==> src/rtl/led_frame_loader_pkg.sv <==
// Shared types and constants for the LED frame loader.
package led_pkg;
  localparam int BYTES_PER_LED = 3;
  localparam int BITS_PER_LED  = 24;

  typedef enum logic [1:0] {IDLE, RECV, CHECK, COMMIT} loader_state_t;
endpackage

==> src/rtl/led_frame_loader_spi_sync.sv <==
// Brings the asynchronous SPI pins into the clk domain and derives edge strobes.
module spi_sync (
  input  logic clk,
  input  logic reset,
  input  logic sck,
  input  logic sdi,
  input  logic cs_n,
  output logic sck_rise,
  output logic cs_fall,
  output logic cs_rise,
  output logic sdi_s,
  output logic cs_s
);
  logic [2:0] r_sck;
  logic [2:0] r_cs;
  logic [1:0] r_sdi;

  // cs_n history resets low so a frame already in progress at reset release
  // never produces a falling edge; any spurious rise lands harmlessly in IDLE.
  always_ff @(posedge clk) begin
    if (reset) begin
      r_sck <= '0;
      r_cs  <= '0;
      r_sdi <= '0;
    end else begin
      r_sck <= {r_sck[1:0], sck};
      r_cs  <= {r_cs[1:0], cs_n};
      r_sdi <= {r_sdi[0], sdi};
    end
  end

  assign sck_rise = r_sck[1] & ~r_sck[2];
  assign cs_fall  = ~r_cs[1] & r_cs[2];
  assign cs_rise  = r_cs[1] & ~r_cs[2];
  assign sdi_s    = r_sdi[1];
  assign cs_s     = r_cs[1];
endmodule

==> src/rtl/led_frame_loader.sv <==
// SPI-slave LED frame loader: shadow-buffers a frame and commits it atomically.
// Optional trailing checksum byte enabled by defining LED_FRAME_CHECKSUM_EN.
module led_frame_loader
  import led_pkg::*;
#(
  parameter int NUM_LEDS = 6
) (
  input  logic                           clk,
  input  logic                           reset,
  input  logic                           sck,
  input  logic                           sdi,
  input  logic                           cs_n,
  output logic [NUM_LEDS*BITS_PER_LED-1:0] color_string,
  output logic                           frame_stb,
  output logic                           frame_err,
  output logic                           busy
);
  localparam int W         = NUM_LEDS * BITS_PER_LED;
  localparam int NUM_BYTES = NUM_LEDS * BYTES_PER_LED;
`ifdef LED_FRAME_CHECKSUM_EN
  localparam int EXP_BYTES = NUM_BYTES + 1;
`else
  localparam int EXP_BYTES = NUM_BYTES;
`endif
  localparam int CNT_W = $clog2(EXP_BYTES + 2);

  logic w_sck_rise, w_cs_fall, w_cs_rise, w_sdi_s, w_cs_s;

  spi_sync u_sync (
    .clk      (clk),
    .reset    (reset),
    .sck      (sck),
    .sdi      (sdi),
    .cs_n     (cs_n),
    .sck_rise (w_sck_rise),
    .cs_fall  (w_cs_fall),
    .cs_rise  (w_cs_rise),
    .sdi_s    (w_sdi_s),
    .cs_s     (w_cs_s)
  );

  loader_state_t    r_state;
  logic [2:0]       r_bit_cnt;
  logic [6:0]       r_byte;
  logic [CNT_W-1:0] r_byte_cnt;
  logic             r_cs_pend;
  logic [W-1:0]     r_shadow;
  logic [W-1:0]     w_shadow_next;
  logic [7:0]       w_byte_full;
  logic             w_byte_done, w_byte_wr, w_recv_start, w_sum_ok, w_frame_ok;

  assign w_byte_full  = {r_byte, w_sdi_s};
  assign w_byte_done  = (r_state == RECV) && w_sck_rise && (r_bit_cnt == 3'd7);
  assign w_byte_wr    = w_byte_done && (r_byte_cnt < CNT_W'(NUM_BYTES));
  assign w_recv_start = (r_state == IDLE) && (w_cs_fall || (r_cs_pend && !w_cs_s));

  // Byte 0 lands in the MSBs so LED0 ends up at the top of the string.
  genvar gi;
  generate
    for (gi = 0; gi < NUM_BYTES; gi++) begin : g_shadow
      assign w_shadow_next[W-1-8*gi -: 8] =
        (w_byte_wr && (r_byte_cnt == CNT_W'(gi))) ? w_byte_full : r_shadow[W-1-8*gi -: 8];
    end
  endgenerate

  always_ff @(posedge clk) begin
    if (reset) r_shadow <= '0;
    else       r_shadow <= w_shadow_next;
  end

`ifdef LED_FRAME_CHECKSUM_EN
  logic [7:0] r_sum;
  logic [7:0] r_cksum;

  always_ff @(posedge clk) begin
    if (reset) begin
      r_sum   <= '0;
      r_cksum <= '0;
    end else if (w_recv_start) begin
      r_sum <= '0;
    end else begin
      if (w_byte_wr) r_sum <= r_sum + w_byte_full;
      if (w_byte_done && (r_byte_cnt == CNT_W'(NUM_BYTES))) r_cksum <= w_byte_full;
    end
  end

  assign w_sum_ok = (r_sum == r_cksum);
`else
  assign w_sum_ok = 1'b1;
`endif

  assign w_frame_ok = (r_bit_cnt == 3'd0) && (r_byte_cnt == CNT_W'(EXP_BYTES)) && w_sum_ok;

  always_ff @(posedge clk) begin
    if (reset) begin
      r_state      <= IDLE;
      r_bit_cnt    <= '0;
      r_byte       <= '0;
      r_byte_cnt   <= '0;
      r_cs_pend    <= 1'b0;
      color_string <= '0;
      frame_stb    <= 1'b0;
      frame_err    <= 1'b0;
    end else begin
      frame_stb <= 1'b0;
      frame_err <= 1'b0;
      // Remember a new frame starting while the previous one is still being judged.
      if (w_cs_fall && (r_state != IDLE)) r_cs_pend <= 1'b1;
      case (r_state)
        IDLE: begin
          r_cs_pend <= 1'b0;
          if (w_recv_start) begin
            r_state    <= RECV;
            r_bit_cnt  <= '0;
            r_byte_cnt <= '0;
          end
        end
        RECV: begin
          if (w_sck_rise) begin
            r_byte    <= w_byte_full[6:0];
            r_bit_cnt <= r_bit_cnt + 3'd1;
            if (w_byte_done && (r_byte_cnt != CNT_W'(EXP_BYTES + 1)))
              r_byte_cnt <= r_byte_cnt + CNT_W'(1);
          end
          if (w_cs_rise) r_state <= CHECK;
        end
        CHECK: begin
          if (w_frame_ok) begin
            r_state <= COMMIT;
          end else begin
            frame_err <= 1'b1;
            r_state   <= IDLE;
          end
        end
        COMMIT: begin
          color_string <= r_shadow;
          frame_stb    <= 1'b1;
          r_state      <= IDLE;
        end
        default: r_state <= IDLE;
      endcase
    end
  end

  assign busy = (r_state != IDLE);
endmodule

==> config.mk <==
export PLATFORM = sky130hd
export DESIGN_NAME = led_frame_loader
export DESIGN_NICKNAME = d
export VERILOG_FILES = /design/src/rtl/led_frame_loader_pkg.sv /design/src/rtl/led_frame_loader_spi_sync.sv /design/src/rtl/led_frame_loader.sv
export SDC_FILE = /design/constraint.sdc
export NUM_CORES = 1
export LEC_CHECK = 0
export ABC_AREA = 1
export BUFFER_PORTS_ARGS = -buffer_cell sky130_fd_sc_hd__clkbuf_2
export CORE_ASPECT_RATIO = 1.75
export CORE_MARGIN = 5
export CORE_UTILIZATION = 45
export CTS_BUF_LIST = sky130_fd_sc_hd__clkbuf_4 sky130_fd_sc_hd__clkbuf_8 sky130_fd_sc_hd__clkbuf_16
export CTS_CLUSTER_SIZE = 16
export DETAILED_ROUTE_END_ITERATION = 8
export GPL_ROUTABILITY_DRIVEN = 0
export GPL_TIMING_DRIVEN = 0
export HOLD_SLACK_MARGIN = 0.12
export PLACE_DENSITY = 0.65
export SETUP_SLACK_MARGIN = 0.05
export SYNTH_ARGS = -nofsm -noshare
export SYNTH_HDL_FRONTEND = slang
export SYNTH_SLANG_ARGS = --single-unit
==> constraint.sdc <==
create_clock -name clk -period 1.7 [get_ports clk]
set_clock_uncertainty 0.2 [all_clocks]
set_input_delay 0.085 -clock clk [delete_from_list [all_inputs] [get_ports clk]]
set_output_delay 0.085 -clock clk [all_outputs]
set_load 0.01 [all_outputs]
==> results.toml, run 1 <==
[sta]
fmax_mhz = 539
fin_crit_ns = 1.86
fin_crit_sh = 1.09
max_slew.worst_pin.slew_ns = 1.03
finalHoldViolCount = 0
finalWorstSetupSlack_ns = -0.156
rsz0062_at_grt = "true"
timing.slew.headroom = 0.313
setup_tns_ns = -14.12
slew_violations = 0
setup_viol_count_final = 145

[yosys]
ys_warn_count = 0
ys_async_sr_fraction = 0
synth_edf_count = 0
syn_avg_cell_area_um2 = 7.74
syn_inst = 1515
synth_area_um2 = 11700
synth_seq_area_share = 0.539
synthFlopType = "dfxtp_1"
synth_seq_cells = 316
syn_nets = 1528
synth.distinct_cells = 28

[final_layout]
multi_input_area_um2 = 5310
synthToLayoutAreaGrowth_pct = 32.5
design_area_um2 = 15500
nets = 1774
regArea_um2 = 6350
drive_above_1_share = 0.275
antenna_cells = 0
fillers = 2306
fin_cells = 2099

[routing]
num_vias = 10773
dr.pass1.iters = 7
routed_wl_um = 33800
vias_per_cell = 5.13
ant_nets = 0
route.detailed.drc = 0
wl_per_cell_um = 16.1
drt_first_iter_violations = 593

[power_and_ir_drop]
power_leakage_nw = 6.42
peakVddDrop_v = 0.000992
total_power_mw = 16.6
power.density_nw_per_um2 = 1070

[outcome]
violations = "setup timing"
status = "finished with violations"

[placement]
dp.cells = 1986
port_buffers = 151
place_area_um2 = 13200
dp_hpwl_um = 23000

[die]
rows = 78
initial_core_util = 0.453
placeableCoreArea_um2 = 25900
die_y_um = 224
top_level_ports = 152
die_w_um = 132
dieArea_um2 = 29500

[global_route]
grt_pass1_vias = 10364
antenna_found_initial = 0
grt_first_pass_wirelength_um = 52200
grt_max_degree = 20
grt_usage = 0.214
grt-ovfl-total = 0

[worst_hold_path]
holdCritPathClass = "in2reg"

[flow_run]
drv_cap = 0

[cts]
clk_latency_ns = 0.56
root_buffer = "clkbuf_16"
clk_pin_slew_ns = 0.07
max-clock-path-buffers = 3
cts_tree = "built"
cts_inserted_buffers = 28
h-tree-depth = 1
clock-sinks = 316

[critical_path]
cp.arrival_ns = 2.13
required_ns = 1.97
worstPathMaxFanout = 9
critPathLaunchType = "flop"
crit_path_end_kind = "flop"
crit_type = "reg2reg"
[stage by stage]
| step | hold WS (ns) | utilization | worst slack [ns] |
|---|---|---|---|
| floorplan | -0.00803 | - | 0.00127 |
| global placement | 0.112 | 0.509 | -0.848 |
| detailed placement | 0.113 | 0.509 | -0.844 |
| CTS | 0.173 | 0.580 | -0.112 |
| global route | 0.235 | 0.601 | -0.221 |
| finish | 0.204 | 0.601 | -0.156 |
[cells in the mapped netlist (2+ instances only)]
cell / count / share of area
clkbuf_1: 67 / 0.021
nand2_1: 228 / 0.073
nor2_4: 2 / 0.0019
buf_6: 11 / 0.011
nand4_4: 2 / 0.0036
dfxtp_1: 316 / 0.54
buf_1: 10 / 0.0032
o21ai_0: 154 / 0.066
nand4_1: 26 / 0.014
nor3_2: 11 / 0.0094
inv_1: 85 / 0.027
nor2_1: 314 / 0.10
nand3_1: 87 / 0.037
ha_1: 8 / 0.0085
inv_2: 2 / 0.00064
a21oi_1: 162 / 0.069
nand2_2: 3 / 0.0016
buf_2: 17 / 0.0073
[layout make-up]
cell class	instances	share of cell area
well taps	320	0.0258
clock buffers	39	0.0531
repair buffers	221	0.0959
flip-flops and latches	316	0.409
multi-input cells	1006	0.342
clock inverters	9	0.00636
plain buffers	100	0.0461
inverters	88	0.0221
[flip-flops by register name, indices dropped and copies added, names as in the netlist]
name          cells
r_byte            7
frame_err         1
r_shadow        144
u_sync.r_sdi      2
r_cs_pend         1
color_string    144
frame_stb         1
r_byte_cnt        5
r_bit_cnt         3
u_sync.r_cs       3
u_sync.r_sck      3
r_state           2
[report_power, final]
part           switching, mW  internal (mW)
Sequential             0.206           7.64
Clock                   2.73           3.68
Combinational           1.49          0.843
[placed cells by master (no fill, tap or decap), drive strengths merged, types with 2 or more instances in the layout]
master	n
clkinvlp	2
a21oi	162
nand3	87
clkinv	6
dlygate4sd3	7
buf	104
inv	87
nor3	12
ha	8
nor2	317
nand2	232
o21ai	156
dfxtp	316
clkbuf	249
nand4	28
bufinv	2
[worst max-delay path, cell delays in order, from the launching register on]
cell and delay, ns:
dfxtp_2 0.37, ha_4 0.15, ha_4 0.12, inv_2 0.04
nor2_4 0.13, and2_4 0.21, buf_12 0.17, buf_8 0.13
nand3_1 0.07, a21oi_1 0.18
[metal layers]
metal / part of all wire / global-route usage / wire [um] / vias up
met2: 0.54 / 0.418 / 18400 / 261
met3: 0.047 / 0.0328 / 1580 / 68
met1: 0.37 / 0.230 / 12600 / 5039
met4: 0.035 / 0.0704 / 1190 / 0
met5: 0 / 0 / 0 / -
li1: - / - / - / 5405
[worst paths after layout]
path	from	endpoint	slack, ns	cells past startpoint
max	r_bit_cnt[1]	r_shadow[111]	-0.16	9
min	reset	color_string[23]	0.20	5
max reg2reg	r_bit_cnt[1]	r_shadow[111]	-0.16	9
min reg2reg	u_sync.r_sck[0]	u_sync.r_sck[1]	0.21	2
[cells by family after synthesis]
family,count (synthesis),share of synthesized area
compound gates,319,0.137
fa+ha+maj,8,0.00854
buf+inv,193,0.0706
flops,316,0.539
simple gates,679,0.245
[timing repair]
action,CTS,global route
endpoints found under the hold margin,11,0
gates cloned,5,3
pin swaps,54,37
buffers inserted,46,9
hold buffers,7,0
setup endpoints to repair,306,252
gates resized for setup,123,134
Note: power is estimated with default switching activity, not from simulation.
==> run 2: changes to the inputs <==
Settings changed: ABC_AREA 1 to 0.
==> results.toml, run 2 <==
[global_route]
antenna_found_initial = 0
grt_pass1_vias = 9124
grt_max_degree = 16
grt_usage = 0.205
grt-busiest-layer = "met2"
met3_usage = 0.0345
grt-ovfl-total = 0
grt_first_pass_wirelength_um = 48800
met1_usage = 0.220
gr-usage-met2 = 0.391

[yosys]
synthFlopType = "dfxtp_1"
synth_seq_cells = 316
ys_async_sr_fraction = 0
synth_edf_count = 0
syn_inst = 1245
synth.top_cell.area_share = 0.547
synth_most_common_cell = "dfxtp_1"
synth_common_cells = "316 x dfxtp_1, 294 x nand2_1, 155 x a21oi_1, 155 x nor2_1, 151 x mux2i_1"
synth_seq_area_share = 0.547
synth_area_um2 = 11600
ys_top_cells_by_area = "dfxtp_1 55%, mux2i_1 13%, nand2_1 9.6%"
yosysTopAreaCell = "dfxtp_1"
synth.distinct_cells = 46
syn_avg_cell_area_um2 = 9.28
ys_warn_count = 0
syn_nets = 1258

[sta]
fin_crit_ns = 1.99
setup_tns_ns = -39.26
fin_crit_sh = 1.17
rsz0062_at_grt = "true"
max_slew.worst_pin.slew_ns = 0.879
setup_viol_count_final = 261
fmax_mhz = 503
finalWorstSetupSlack_ns = -0.289
timing.slew.headroom = 0.414
slew_violations = 0
worst_hold_slack_ns = 0.241
finalHoldViolCount = 0

[die]
dieArea_um2 = 29100
initial_core_util = 0.456
placeableCoreArea_um2 = 25300
die_y_um = 222
top_level_ports = 152
rows = 77
die_w_um = 131

[routing]
drt_first_iter_violations = 395
vias_per_cell = 5.12
num_vias = 9376
ant_nets = 0
routed_wl_um = 33100
route.detailed.drc = 0
dr.pass1.iters = 5
wl_per_cell_um = 18.1

[final_layout]
antenna_cells = 0
fillers = 2114
regArea_um2 = 6340
drive_above_1_share = 0.305
fin_cells = 1830
final_core_util = 0.613
reg_top3 = "color_string (144), r_shadow (144), r_byte (7)"
mostFrequentLayoutCells = "309 x dfxtp_1, 250 x nand2_1, 160 x clkbuf_2, 155 x nor2_1, 150 x mux2i_1"
nets = 1505
synthToLayoutAreaGrowth_pct = 34.5
design_area_um2 = 15500
multi_input_area_um2 = 5470
final_common_cell = "dfxtp_1"

[critical_path]
cp.arrival_ns = 2.22
worstPathMaxFanout = 8
crit_path_end_kind = "flop"
path_cells = "ha_4 > ha_4 > and4b_1 > buf_6 > buf_12 > buf_6 > nand3_4 > mux2i_1 > nor2_1"
path_buf_inv = 3
crit_family = "buffers and inverters"
crit_type = "reg2reg"
max_stage_delay_ns = 0.34
critical_path.slowest_cell = "dfxtp_2"
critPathLaunchType = "flop"
required_ns = 1.93

[flow_run]
drv_cap = 0

[cts]
cts_inserted_buffers = 28
h-tree-depth = 1
root_buffer = "clkbuf_16"
cts_tree = "built"
clock-sinks = 316
max-clock-path-buffers = 3
clk_pin_slew_ns = 0.07
clk_latency_ns = 0.56

[outcome]
violations = "setup timing"
status = "finished with violations"

[power_and_ir_drop]
peakVddDrop_v = 0.000738
power_leakage_nw = 7.28
power.density_nw_per_um2 = 937
total_power_mw = 14.6

[placement]
pre_cts_ws_ns = -0.480
port_buffers = 150
dp_hpwl_um = 21300
place_area_um2 = 12800
dp.cells = 1711

[worst_hold_path]
holdCritPathClass = "reg2reg"
## run 2: worst register-to-register path: stages, from the launching register on
cell and delay, ns:
dfxtp_2 0.34, ha_4 0.16, ha_4 0.15, and4b_1 0.18, buf_6 0.15, buf_12 0.13, buf_6 0.11, nand3_4 0.16
mux2i_1 0.23, nor2_1 0.05
## run 2: kinds of logic after synthesis
family | Yosys count | synth area share
AO/OA/AOI/OAI | 170 | 0.0762
adder cells (fa/ha/maj) | 8 | 0.00866
buffers and inverters | 101 | 0.0402
flip-flops | 316 | 0.547
multiplexers | 152 | 0.132
AND/OR/NAND/NOR | 498 | 0.196
## run 2: area by class of cell
type,instances,share of cell area
flip-flops and latches,316,0.408
multi-input cells,828,0.352
repair buffers,218,0.105
clock buffers,43,0.0575
plain buffers,91,0.0407
well taps,316,0.0254
clock inverters,9,0.00813
inverters,9,0.00330
## run 2: final timing paths
check / slack, ns / from / end / cells after the start
worst max-delay path: -0.29 / r_bit_cnt[0] / r_shadow[128] / 9
worst max register to register: -0.29 / r_bit_cnt[0] / r_shadow[128] / 9
worst min-delay path: 0.24 / u_sync.r_sck[0] / u_sync.r_sck[1] / 1
worst min register to register: 0.24 / u_sync.r_sck[0] / u_sync.r_sck[1] / 1
## run 2: power breakdown
part / leakage, nW / internal (mW) / switching, mW
Combinational: 4.22 / 0.0585 / 0.191
Clock: 0.510 / 4.07 / 2.83
Sequential: 2.55 / 7.40 / 0.00917
## run 2: repair_timing
item | CTS | global route
hold buffers | 9 | 0
resized for setup | 37 | 228
setup buffers | 24 | 21
setup endpoints to repair | 298 | 288
gates cloned | 1 | 13
hold endpoints to repair | 22 | 0
pin swaps | 14 | 80
## run 2: metal layers
layer	wire, um	up-vias
li1	-	4593
met1	12400	4461
met2	17800	255
met3	1640	67
met4	1270	0
met5	0	-
